$ cat src/rtl/joy_db9_conditioner.sv
// joy_db9_conditioner
//
// Conditions the 24 button lines coming from a DB9 splitter decoder (two
// players, 12 buttons each) into clean, debounced state plus a change-event
// stream for a software or bus consumer.
//
// Each raw bit is synchronised through two flops, then debounced. The
// debounced ("stable") bit only toggles after DB_CYCLES consecutive cycles in
// which the synchronised value differs from it. Every toggle is recorded in a
// per-player pending mask, and the pending masks are drained one at a time
// into a single output event slot, alternating between players when both
// have something to report.
//
// Ports
//   clk          in   single rising-edge clock
//   reset_n      in   asynchronous active-low reset
//   joy1_raw     in   [11:0] player 1 buttons, M S Z Y X C B A U D L R (11..0)
//   joy2_raw     in   [11:0] player 2 buttons, same format
//   joy1         out  [11:0] player 1 debounced state
//   joy2         out  [11:0] player 2 debounced state
//   evt_valid    out  change event available
//   evt_ready    in   consumer accepts the event
//   evt_player   out  0 = player 1, 1 = player 2
//   evt_mask     out  [11:0] bits that changed since that player's previous event
//   evt_state    out  [11:0] that player's debounced state when the event was loaded
//   evt_overflow out  sticky: a change was lost because its bit was still pending
//
// Event handshake: an event transfers on a rising edge where evt_valid and
// evt_ready are both high. While evt_valid is high and evt_ready is low,
// evt_player/evt_mask/evt_state hold. evt_ready is ignored while evt_valid is
// low. A new event may be loaded on the same edge as a transfer, so one event
// per cycle is possible while evt_ready stays high.
module joy_db9_conditioner #(
  parameter int unsigned DB_CYCLES = 1000
) (
  input  logic        clk,
  input  logic        reset_n,
  input  logic [11:0] joy1_raw,
  input  logic [11:0] joy2_raw,
  output logic [11:0] joy1,
  output logic [11:0] joy2,
  output logic        evt_valid,
  input  logic        evt_ready,
  output logic        evt_player,
  output logic [11:0] evt_mask,
  output logic [11:0] evt_state,
  output logic        evt_overflow
);

  localparam int unsigned CW = $clog2(DB_CYCLES);
  localparam logic [CW-1:0] CNT_MAX = CW'(DB_CYCLES - 1);

  // Bits 11..0 belong to player 1, bits 23..12 to player 2.
  logic [23:0]   raw_w;
  logic [23:0]   sync1_q;
  logic [23:0]   sync2_q;
  logic [23:0]   stable_q;
  logic [23:0]   stable_d;
  logic [23:0]   toggle_w;
  logic [CW-1:0] cnt_q [24];
  logic [CW-1:0] cnt_d [24];

  logic [11:0]   pend1_q, pend1_d;
  logic [11:0]   pend2_q, pend2_d;
  logic          next_q, next_d;      // player preferred when both are pending
  logic          evt_valid_q, evt_valid_d;
  logic          evt_player_q, evt_player_d;
  logic [11:0]   evt_mask_q, evt_mask_d;
  logic [11:0]   evt_state_q, evt_state_d;
  logic          ovf_q, ovf_d;

  logic          slot_free_w;
  logic          has1_w, has2_w;
  logic          sel_w;
  logic          load_w;
  logic          clr1_w, clr2_w;

  assign raw_w = {joy2_raw, joy1_raw};

  // Debounce: count consecutive cycles of disagreement; any agreement
  // restarts the count, so a glitch shorter than DB_CYCLES never toggles.
  always_comb begin
    toggle_w = '0;
    for (int i = 0; i < 24; i++) begin
      cnt_d[i] = '0;
      if (sync2_q[i] != stable_q[i]) begin
        if (cnt_q[i] == CNT_MAX) begin
          toggle_w[i] = 1'b1;
        end else begin
          cnt_d[i] = cnt_q[i] + CW'(1);
        end
      end
    end
    stable_d = stable_q ^ toggle_w;
  end

  // Event slot and pending masks.
  always_comb begin
    slot_free_w = ~evt_valid_q | evt_ready;
    has1_w      = |pend1_q;
    has2_w      = |pend2_q;
    // With only one player pending, serve that one; with both, alternate.
    sel_w       = (has1_w && has2_w) ? next_q : has2_w;
    load_w      = slot_free_w && (has1_w || has2_w);
    clr1_w      = load_w && !sel_w;
    clr2_w      = load_w && sel_w;

    evt_valid_d  = evt_valid_q;
    evt_player_d = evt_player_q;
    evt_mask_d   = evt_mask_q;
    evt_state_d  = evt_state_q;
    next_d       = next_q;

    if (load_w) begin
      evt_valid_d  = 1'b1;
      evt_player_d = sel_w;
      evt_mask_d   = sel_w ? pend2_q : pend1_q;
      evt_state_d  = sel_w ? stable_d[23:12] : stable_d[11:0];
      next_d       = ~sel_w;
    end else if (evt_valid_q && evt_ready) begin
      evt_valid_d  = 1'b0;
    end

    // A toggle during the load of its own player lands in the freshly
    // cleared mask, so it is neither merged into the event nor lost.
    pend1_d = (clr1_w ? 12'h000 : pend1_q) | toggle_w[11:0];
    pend2_d = (clr2_w ? 12'h000 : pend2_q) | toggle_w[23:12];

    // A change is lost only when its bit is still pending and that pending
    // mask is not leaving for the event slot on this edge.
    ovf_d = ovf_q
          | (|(toggle_w[11:0]  & pend1_q & {12{~clr1_w}}))
          | (|(toggle_w[23:12] & pend2_q & {12{~clr2_w}}));
  end

  always_ff @(posedge clk or negedge reset_n) begin
    if (!reset_n) begin
      sync1_q      <= '0;
      sync2_q      <= '0;
      stable_q     <= '0;
      for (int i = 0; i < 24; i++) begin
        cnt_q[i] <= '0;
      end
      pend1_q      <= '0;
      pend2_q      <= '0;
      next_q       <= 1'b0;
      evt_valid_q  <= 1'b0;
      evt_player_q <= 1'b0;
      evt_mask_q   <= '0;
      evt_state_q  <= '0;
      ovf_q        <= 1'b0;
    end else begin
      sync1_q      <= raw_w;
      sync2_q      <= sync1_q;
      stable_q     <= stable_d;
      for (int i = 0; i < 24; i++) begin
        cnt_q[i] <= cnt_d[i];
      end
      pend1_q      <= pend1_d;
      pend2_q      <= pend2_d;
      next_q       <= next_d;
      evt_valid_q  <= evt_valid_d;
      evt_player_q <= evt_player_d;
      evt_mask_q   <= evt_mask_d;
      evt_state_q  <= evt_state_d;
      ovf_q        <= ovf_d;
    end
  end

  assign joy1         = stable_q[11:0];
  assign joy2         = stable_q[23:12];
  assign evt_valid    = evt_valid_q;
  assign evt_player   = evt_player_q;
  assign evt_mask     = evt_mask_q;
  assign evt_state    = evt_state_q;
  assign evt_overflow = ovf_q;

endmodule
$ cat config.mk
export PLATFORM = sky130hd
export DESIGN_NAME = joy_db9_conditioner
export DESIGN_NICKNAME = d
export VERILOG_FILES = /design/src/rtl/joy_db9_conditioner.sv
export SDC_FILE = /design/constraint.sdc
export NUM_CORES = 1
export LEC_CHECK = 0
export CAP_MARGIN = 40
export CORE_UTILIZATION = 62
export CTS_BUF_LIST = sky130_fd_sc_hd__clkbuf_8
export CTS_CLUSTER_DIAMETER = 120
export CTS_CLUSTER_SIZE = 24
export DETAILED_ROUTE_END_ITERATION = 10
export PLACE_DENSITY = 0.87
export SYNTH_ARGS = -nofsm -noshare
export SYNTH_HDL_FRONTEND = slang
export SYNTH_SLANG_ARGS = --single-unit
$ cat constraint.sdc
create_clock -name clk -period 2.4 [get_ports clk]
set_input_delay 0.72 -clock clk [delete_from_list [all_inputs] [get_ports clk]]
set_output_delay 0.72 -clock clk [all_outputs]
set_load 0.01 [all_outputs]
==> results.ini, run 1 <==
[routing]
drt_iter0_drc=786
detail-route-antenna-nets=0
wl_mm=30.96
vias_per_cell=5.775
drc=0
wl_per_cell_um=16.80
drtPass1Iterations=9
vias=10640

[clocking]
cts.path.max_buffers=3
cts_tree=done
cts_resized=0
postCtsHoldBufs=0
cts_setup_buffers=0
clkLatencyLatePin_ns=0.58
cts_inserted_buffers=19
clock-sinks=364
path_clk_slew_ns=0.14
cts_root_buf=clkbuf_8
htree_levels=1

[timing]
worst_slew_pin_slew_ns=0.7507
max_slew_margin_pct=49.49
rsz0062_at_grt=false
timing.hold.ws_ns=0.08429
maxSlewViolCount=0
fmax_ghz=0.4242
period_share_pct=98.23
final.setup.worst_slack_ns=0.04240
fin_crit_ns=2.358
setup_viol=0
final-hold-violation-count=0
skew_ns=0.03551

[floorplan]
pin_count=78
die_area_um2=25820
fp.dieW_um=160.7
die_h_um=160.7
start_util_pct=63.64
core_area_um2=24530
num_rows=57

[critical_path]
slowest_delay_ns=0.61
worst_path_max_delay_cell=clkdlybuf4s50_1
worstPathRequired_ns=1.68
crit_fanout=4
worstPathArrival_ns=1.64
path_delay_family=buffers and inverters
worst-path-buf-inv=1
worstSetupEndpointType=output port
path_class=flop to output port
start_kind=flop
crit_chain=clkdlybuf4s50_1

[logic_synthesis]
netlist_top_cells_area=dfrtp_1, xor2_1, nor2_1
ys.flop_type=dfrtp_1
synthesis.nets=1466
postSynthAreaPerCell_um2=11.03
synth_cell_types=50
ys_seq_area_share_pct=58.34
ys_top_cells_by_count=dfrtp_1, nor2_1, nand3_1
yosysTopAreaCell=dfrtp_1
synth_cells=1415
synth-seq-cells=364
synth_edf_count=0
syn_area_um2=15610
synth.most_common_cell=dfrtp_1
yosys_warnings=0
async_reset_ff_share_pct=100.0
yosysTopAreaCellShare_pct=58.34

[grt]
grt_max_degree=57
grt_pass1_vias=10750
antenna_found_initial=0
grt_use_total_pct=25.11
grt_pass1_wl_mm=52.47
overflow=0

[cells_and_area]
insertedDiodeCount=0
final_util_pct=70.45
num-nets-final=1570
layout-drive-gt1-share_pct=6.188
syn_to_final_growth_pct=10.70
design_area_um2=17280

[power]
power_density_nw_per_um2=564.6
max-vdd-ir-drop_mv=0.5659
power_mw=9.757
p_leak_nw=8.039

[place]
globalplace.congestion=0.8543
dpl.hpwl_mm=22.73
place_ws_ns=-0.04315
io_buffers=77
dpl-instance-area_um2=16990

[min_path]
hp-class=input port to asynchronous set/reset pin

[flow_run]
max_cap_viol_count=0

[run_status]
outcome=finished clean

sequential cells by signal, indices dropped and copies added, names as in the netlist, 12 cells and up:
signal,cells
cnt_q,240
stable_q,24
pend2_q,12
sync2_q,24
evt_mask,12
pend1_q,12
sync1_q,24
evt_state,12
final cells by class:
class / count / area [um^2]
clock buffer: 19 / 261.5
clock inverter: 2 / 27.53
fill: 1728 / 7251
inverter: 50 / 187.7
multi-input combinational: 977 / 6198
sequential: 364 / 9110
tap: 324 / 405.4
timing repair buffer: 107 / 1092
power by group:
part,total (mW),internal (mW),switching [mW]
clock network,2.54,0.754,1.78
registers,6.48,6.31,0.170
logic,0.742,0.300,0.441
metrics by stage:
| step | TNS [ns] | std cells |
|---|---|---|
| final | 0 | 1843 |
| after global routing | 0 | 1843 |
| after CTS | 0 | 1843 |
| after detailed placement | -0.04634 | 1822 |
| after global placement | 0 | 1821 |
| after floorplan | 0 | 1415 |
metal layers:
layer | global-route usage, % | part of all wire, % | up-vias
li1 | - | - | 5005
met4 | 8.485 | 3.3 | 0
met2 | 41.40 | 49 | 275
met1 | 34.07 | 42 | 5298
met5 | 0 | 0 | -
met3 | 4.184 | 5.7 | 65
path summary, 6_finish.rpt:
check / to / slack [ns] / start / cells past startpoint
hold reg to reg: sync2_q[5] / 0.35 / sync1_q[5] / 0
hold / removal: cnt_q[235] / 0.08 / reset_n / 1
max in group asynchronous: cnt_q[89] / 1.57 / reset_n / 2
setup / recovery: joy2[2] / 0.04 / stable_q[14] / 1
min in group clk: sync2_q[5] / 0.35 / sync1_q[5] / 0
setup reg to reg: evt_state[4] / 0.26 / cnt_q[70] / 6
placed cells by master, fill, tap and decap left out, types with 6 or more instances in the layout:
| master | instances |
|---|---|
| a21oi_1 | 10 |
| a222oi_1 | 23 |
| a22o_1 | 13 |
| and2_1 | 7 |
| and3_1 | 64 |
| buf_12 | 7 |
| buf_4 | 22 |
| clkbuf_8 | 19 |
| clkdlybuf4s50_1 | 76 |
| dfrtp_1 | 363 |
| ha_1 | 24 |
| inv_1 | 50 |
| mux2_2 | 22 |
| nand2_1 | 63 |
| nand2b_1 | 18 |
| nand3_1 | 119 |
| nand3b_1 | 6 |
| nand4_1 | 15 |
| nand4b_1 | 11 |
| nor2_1 | 250 |
| nor3_1 | 27 |
| nor4_1 | 15 |
| o21ai_0 | 14 |
| or2_2 | 6 |
| or3_1 | 14 |
| xnor2_1 | 103 |
| xor2_1 | 111 |
logic make-up (layout without fill, tap and decap cells):
group | Yosys count | in the layout | share of synthesized area [%]
compound gates | 83 | 83 | 4.264
buf+inv | 74 | 178 | 1.955
mux | 24 | 24 | 1.779
xor+xnor | 214 | 214 | 12.01
flops | 364 | 364 | 58.34
fa+ha+maj | 24 | 24 | 1.923
simple gates | 632 | 632 | 19.73
No activity file was read; power rests on OpenSTA's default activity.
==> inputs of run 2 (changes only) <==
--- a/config.mk
+++ b/config.mk
@@ -6,6 +6,7 @@
 export NUM_CORES = 1
 export LEC_CHECK = 0
 export CAP_MARGIN = 40
+export CORE_MARGIN = 5
 export CORE_UTILIZATION = 62
 export CTS_BUF_LIST = sky130_fd_sc_hd__clkbuf_8
 export CTS_CLUSTER_DIAMETER = 120
==> run 2 against run 1 <==
  * Via count about the same
  * Register-to-register slack about the same
  * Clock power about the same
  * Critical endpoint is now evt_valid
  * Final area about the same
  * Clock skew up 0.0027 ns
  * Utilization down 1.1 points
  * Hold slack worse by 0.029 ns
==> results.ini, run 2 (same netlist as run 1, synthesis figures left out) <==
[timing]
setup_viol=0  ; unchanged
timing.hold.ws_ns=0.05494  ; -0.02935 ns
period_share_pct=97.93  ; -0.31 points
fin_setup_tns_ns=0  ; unchanged
final-hold-violation-count=0  ; unchanged
maxSlewViolCount=0  ; unchanged
rsz0062_at_grt=false
skew_ns=0.03822  ; +0.002708 ns
worst_slew_pin_slew_ns=0.8368  ; +0.08613 ns
fmax_ghz=0.4255  ; +0.31%
max_slew_margin_pct=43.70  ; -5.8 points
fin_crit_ns=2.350  ; -0.007337 ns

[critical_path]
path_class=flop to output port
crit_chain=clkdlybuf4s50_1
slowest_delay_ns=0.58  ; -0.03 ns
reg2reg_depth=6  ; unchanged
worst_path_max_delay_cell=clkdlybuf4s50_1
worstSetupPathDepth=1  ; unchanged
worstPathRequired_ns=1.68  ; about the same
worst-path-buf-inv=1  ; unchanged
crit_start=evt_valid
reg2reg_slack_ns=0.27  ; about the same
crit_end=evt_valid
path_delay_family=buffers and inverters
timing.rr.start=cnt_q[140]
worstPathArrival_ns=1.63  ; about the same
start_kind=flop
r2r-end=evt_state[9]
worstSetupEndpointType=output port
crit_fanout=3  ; -1

[cells_and_area]
final_util_pct=69.30  ; -1.1 points
final_cell_mix=dfrtp_1, nor2_1, nand3_1
num-nets-final=1574  ; +0.25%
top_register=cnt_q
largest_reg_flops=240  ; unchanged
design_area_um2=17300  ; about the same
final_common_cell=dfrtp_1
layout-drive-gt1-share_pct=6.505  ; +0.32 points
insertedDiodeCount=0  ; unchanged
syn_to_final_growth_pct=10.80  ; about the same

[power]
power_frac_comb_pct=7.6  ; about the same
p_leak_nw=8.077  ; +0.47%
p_seq_share_pct=66.5  ; about the same
max-vdd-ir-drop_mv=0.5127  ; -9.4%
swShare_pct=24.55  ; about the same
clkPwrFrac_pct=25.9  ; about the same
p_int_mw=7.353  ; -0.12%
power_density_nw_per_um2=563.4  ; -0.21%
power_mw=9.747  ; -0.11%
switchingPower_mw=2.393  ; about the same

[flow_run]
max_cap_viol_count=0  ; unchanged

[clocking]
htree_levels=1  ; unchanged
cts_tree=done
cts.path.max_buffers=3  ; unchanged
cts_root_buf=clkbuf_8
path_clk_slew_ns=0.14  ; about the same
clock-sinks=364  ; unchanged
cts_inserted_buffers=19  ; unchanged
clkLatencyLatePin_ns=0.57  ; about the same

[routing]
drtPass1Iterations=9  ; unchanged
detail-route-antenna-nets=0  ; unchanged
wl_per_cell_um=16.79  ; about the same
drt_iter0_drc=918  ; +17%
vias=10640  ; -0.066%
drc=0  ; unchanged
vias_per_cell=5.743  ; -0.55%
wl_mm=31.09  ; +0.42%

[grt]
grt_pass1_vias=10530  ; -2.0%
grt_use_total_pct=22.29  ; -2.8 points
overflow=0  ; unchanged
grt_max_degree=61  ; +7.0%
grt_pass1_wl_mm=52.58  ; +0.21%
antenna_found_initial=0  ; unchanged

[place]
dpl.hpwl_mm=22.66  ; -0.29%
dpl-instance-area_um2=17000  ; about the same
io_buffers=77  ; unchanged
globalplace.congestion=0.9050  ; +5.9%

[run_status]
outcome=finished clean

[floorplan]
die_area_um2=28450  ; +10%
fp.dieW_um=168.7  ; +5.0%
num_rows=58  ; +1.8%
die_h_um=168.7  ; +5.0%
pin_count=78  ; unchanged
start_util_pct=62.54  ; -1.1 points
core_area_um2=24960  ; +1.8%

[min_path]
hp-class=input port to asynchronous set/reset pin

[run 2: routing by layer]
layer	wire length (um)	vias to the layer above	global-route usage, %
met5	0	-	0
met1	13360	5314	31.24
met3	1667	50	3.526
li1	-	5022	-
met4	809	0	5.469
met2	15260	250	37.12
[run 2: power groups by stage]
stage                     clock [mW]  combinational (mW)  sequential, mW
after floorplan                    0               0.356            6.56
after global placement             0               0.705            6.58
after detailed placement           0               0.745            6.59
after CTS                       2.61               0.748            6.48
after global routing            2.84               0.834            6.51
final                           2.53               0.738            6.48
[run 2: area by class of cell]
type / instances / area [um^2]
Timing Repair Buffer: 111 / 1102
Inverter: 50 / 187.7
Clock inverter: 1 / 20.02
Multi-Input combinational cell: 977 / 6203
Clock buffer: 19 / 261.5
Sequential cell: 364 / 9111
Tap cell: 330 / 412.9
Fill cell: 1752 / 7665
[run 2: timing repair]
item | in CTS | in global routing
buffers inserted | 0 | 1
hold buffers | 0 | 0
resized for setup | 1 | 4
setup endpoints to repair | 1 | 5
[run 2: through the flow]
step,setup WS (ns),cells
2_1_floorplan,0.4530,1415
3_3_place_gp,0.1118,1830
3_5_place_dp,0.1141,1831
4_1_cts,0.01121,1851
5_1_grt,0.007328,1852
6_report,0.04973,1852
[run 2: worst min path at each step]
stage / startpoint / to / slack [ns] / cells after the start
detailed placement: sync1_q[5] / sync2_q[5] / 0.34 / 0
CTS: reset_n / cnt_q[236] / 0.05 / 1
global route: reset_n / cnt_q[18] / 0.06 / 1
floorplan: sync1_q[0] / sync2_q[0] / 0.33 / 0
global placement: sync1_q[12] / sync2_q[12] / 0.33 / 0
finish: reset_n / cnt_q[18] / 0.05 / 1
==> inputs of run 3 (changes only) <==
--- a/config.mk
+++ b/config.mk
@@ -12,6 +12,7 @@
 export CTS_CLUSTER_DIAMETER = 120
 export CTS_CLUSTER_SIZE = 24
 export DETAILED_ROUTE_END_ITERATION = 10
+export MAX_ROUTING_LAYER = met4
 export PLACE_DENSITY = 0.87
 export SYNTH_ARGS = -nofsm -noshare
 export SYNTH_HDL_FRONTEND = slang
==> run 3 against run 2 <==
  * The flow now finishes with violations (DRC)
  * Wire length up 0.30%
  * Clock skew up 0.0025 ns
  * Final area about the same
  * Setup slack better by 0.0033 ns
  * Register-to-register slack worse by 0.09 ns
  * Via count down 0.54%
  * Hold slack worse by 0.0024 ns
  * Count of clock-buffer cells in the layout unchanged
  * Combinational power about the same
  * Final cell count unchanged
  * Global-route usage up 0.67 points
  * Critical path depth unchanged
==> results.ini, run 3 (same netlist as run 1, synthesis figures left out) <==
[run_status]
failed_checks=DRC
outcome=finished, violations left

[timing]
final-hold-violation-count=0  ; unchanged
skew_ns=0.04069  ; +0.002466 ns
worst_slew_pin_slew_ns=0.8467  ; +0.009926 ns
maxSlewViolCount=0  ; unchanged
max_slew_margin_pct=43.03  ; -0.67 points
rsz0062_at_grt=false
period_share_pct=97.79  ; -0.14 points
fin_setup_tns_ns=0  ; unchanged
fin_crit_ns=2.347  ; -0.003339 ns
setup_viol=0  ; unchanged
fmax_ghz=0.4261  ; +0.14%
final.setup.worst_slack_ns=0.05307  ; +0.003339 ns

[critical_path]
worstPathRequired_ns=1.68  ; about the same
worstPathArrival_ns=1.63  ; about the same
start_kind=flop
crit_fanout=4  ; +1
path_class=flop to output port
crit_chain=clkdlybuf4s50_1
path_delay_family=buffers and inverters
worstSetupEndpointType=output port
worst-path-buf-inv=1  ; unchanged
worst_path_max_delay_cell=clkdlybuf4s50_1
slowest_delay_ns=0.60  ; +0.02 ns

[clocking]
path_clk_slew_ns=0.14  ; about the same
cts_tree=done
cts_inserted_buffers=19  ; unchanged
clkLatencyLatePin_ns=0.57  ; about the same
cts.path.max_buffers=3  ; unchanged
htree_levels=1  ; unchanged
cts_root_buf=clkbuf_8
clock-sinks=364  ; unchanged

[place]
dpl.hpwl_mm=22.66  ; unchanged
globalplace.congestion=0.9205  ; +1.7%
io_buffers=77  ; unchanged
place_ws_ns=0.1141  ; unchanged

[routing]
drc=1  ; +1
vias=10580  ; -0.54%
vias_per_cell=5.712  ; -0.54%
drtPass1Iterations=11  ; +2
wl_mm=31.19  ; +0.30%
detail-route-antenna-nets=0  ; unchanged
drt_iter0_drc=915  ; -0.33%
wl_per_cell_um=16.84  ; +0.30%

[power]
power_frac_comb_pct=7.6  ; about the same
p_int_mw=7.353  ; about the same
p_leak_nw=8.076  ; about the same
switchingPower_mw=2.407  ; +0.59%
swShare_pct=24.66  ; +0.11 points
p_seq_share_pct=66.4  ; about the same
max-vdd-ir-drop_mv=0.5140  ; +0.25%
clkPwrFrac_pct=26.0  ; about the same
power_density_nw_per_um2=564.4  ; +0.17%

[floorplan]
num_rows=58  ; unchanged
pin_count=78  ; unchanged
die_h_um=168.7  ; unchanged
fp.dieW_um=168.7  ; unchanged
core_area_um2=24960  ; unchanged
die_area_um2=28450  ; unchanged
start_util_pct=62.54  ; unchanged

[grt]
grt_use_total_pct=22.96  ; +0.67 points
grt_max_degree=61  ; unchanged
grt_pass1_vias=10530  ; +0.0095%
antenna_found_initial=0  ; unchanged
grt_pass1_wl_mm=52.60  ; about the same
overflow=0  ; unchanged

[flow_run]
max_cap_viol_count=0  ; unchanged

[cells_and_area]
num-nets-final=1574  ; unchanged
syn_to_final_growth_pct=10.77  ; about the same
final_cell_mix=dfrtp_1, nor2_1, nand3_1
largest_reg_flops=240  ; unchanged
n_fill_cell=1753  ; +0.057%
layout-drive-gt1-share_pct=6.439  ; -0.066 points
final_common_cell=dfrtp_1
top_register=cnt_q
multi_input_area_um2=6198  ; about the same
insertedDiodeCount=0  ; unchanged
area.sequential_um2=9111  ; unchanged

[min_path]
hp-class=input port to asynchronous set/reset pin

-- run 3: changes by cell type in the layout (fill, tap and decap cells not counted) --
| cell | change |
|---|---|
| nor3_2 | -1 |
| nor3_1 | +1 |
-- run 3: metal layers --
metal  part of all wire [%]  global-route usage, %  wire length, um  vias to the layer above
met2                     49                  37.34            15310                      235
met5                      0                      -                0                        -
met3                    4.9                  3.340             1541                       47
li1                       -                      -                -                     5023
met1                     44                  31.24            13570                     5274
met4                    2.4                  5.258              761                        0
-- run 3: layout make-up --
cell class / instances / share of cell area [%]
well taps: 330 / 2.387
flip-flops and latches: 364 / 52.68
clock buffers: 19 / 1.512
inverters: 50 / 1.085
clock inverters: 1 / 0.1158
multi-input cells: 977 / 35.84
repair buffers: 111 / 6.374
-- run 3: worst paths after layout --
check | start | to | slack, ns | cells past startpoint
setup / recovery | stable_q[23] | joy2[11] | 0.05 | 1
hold / removal | reset_n | cnt_q[18] | 0.05 | 1
setup reg to reg | cnt_q[180] | evt_state[5] | 0.18 | 6
hold reg to reg | sync1_q[22] | sync2_q[22] | 0.36 | 0
max in group asynchronous | reset_n | cnt_q[47] | 1.64 | 2
min in group clk | sync1_q[22] | sync2_q[22] | 0.36 | 0
-- run 3: through the flow --
stage	hold WS (ns)	power, mW	util (%)	instances	cell area, um^2
3_3_place_gp	0.3320	7.290	68.04	1830	16990
6_report	0.05255	9.761	69.28	1852	17290
4_1_cts	0.04715	9.837	69.23	1851	17280
5_1_grt	0.05735	10.17	69.28	1852	17290
2_1_floorplan	0.3312	6.914	-	1415	15610
3_5_place_dp	0.3355	7.336	68.10	1831	17000
-- run 3: repair_timing --
item / 4_1_cts / 5_1_grt
hold endpoints to repair: 0 / 0
setup buffers: 0 / 1
setup endpoints to repair: 1 / 4
hold buffers: 0 / 0
resized for setup: 1 / 3
-- run 3: power by group through the flow --
stage / registers [mW] / clock network, mW / logic [mW]
2_1_floorplan: 6.56 / 0 / 0.356
3_3_place_gp: 6.58 / 0 / 0.705
3_5_place_dp: 6.59 / 0 / 0.745
4_1_cts: 6.48 / 2.61 / 0.748
5_1_grt: 6.51 / 2.83 / 0.834
6_report: 6.48 / 2.54 / 0.739
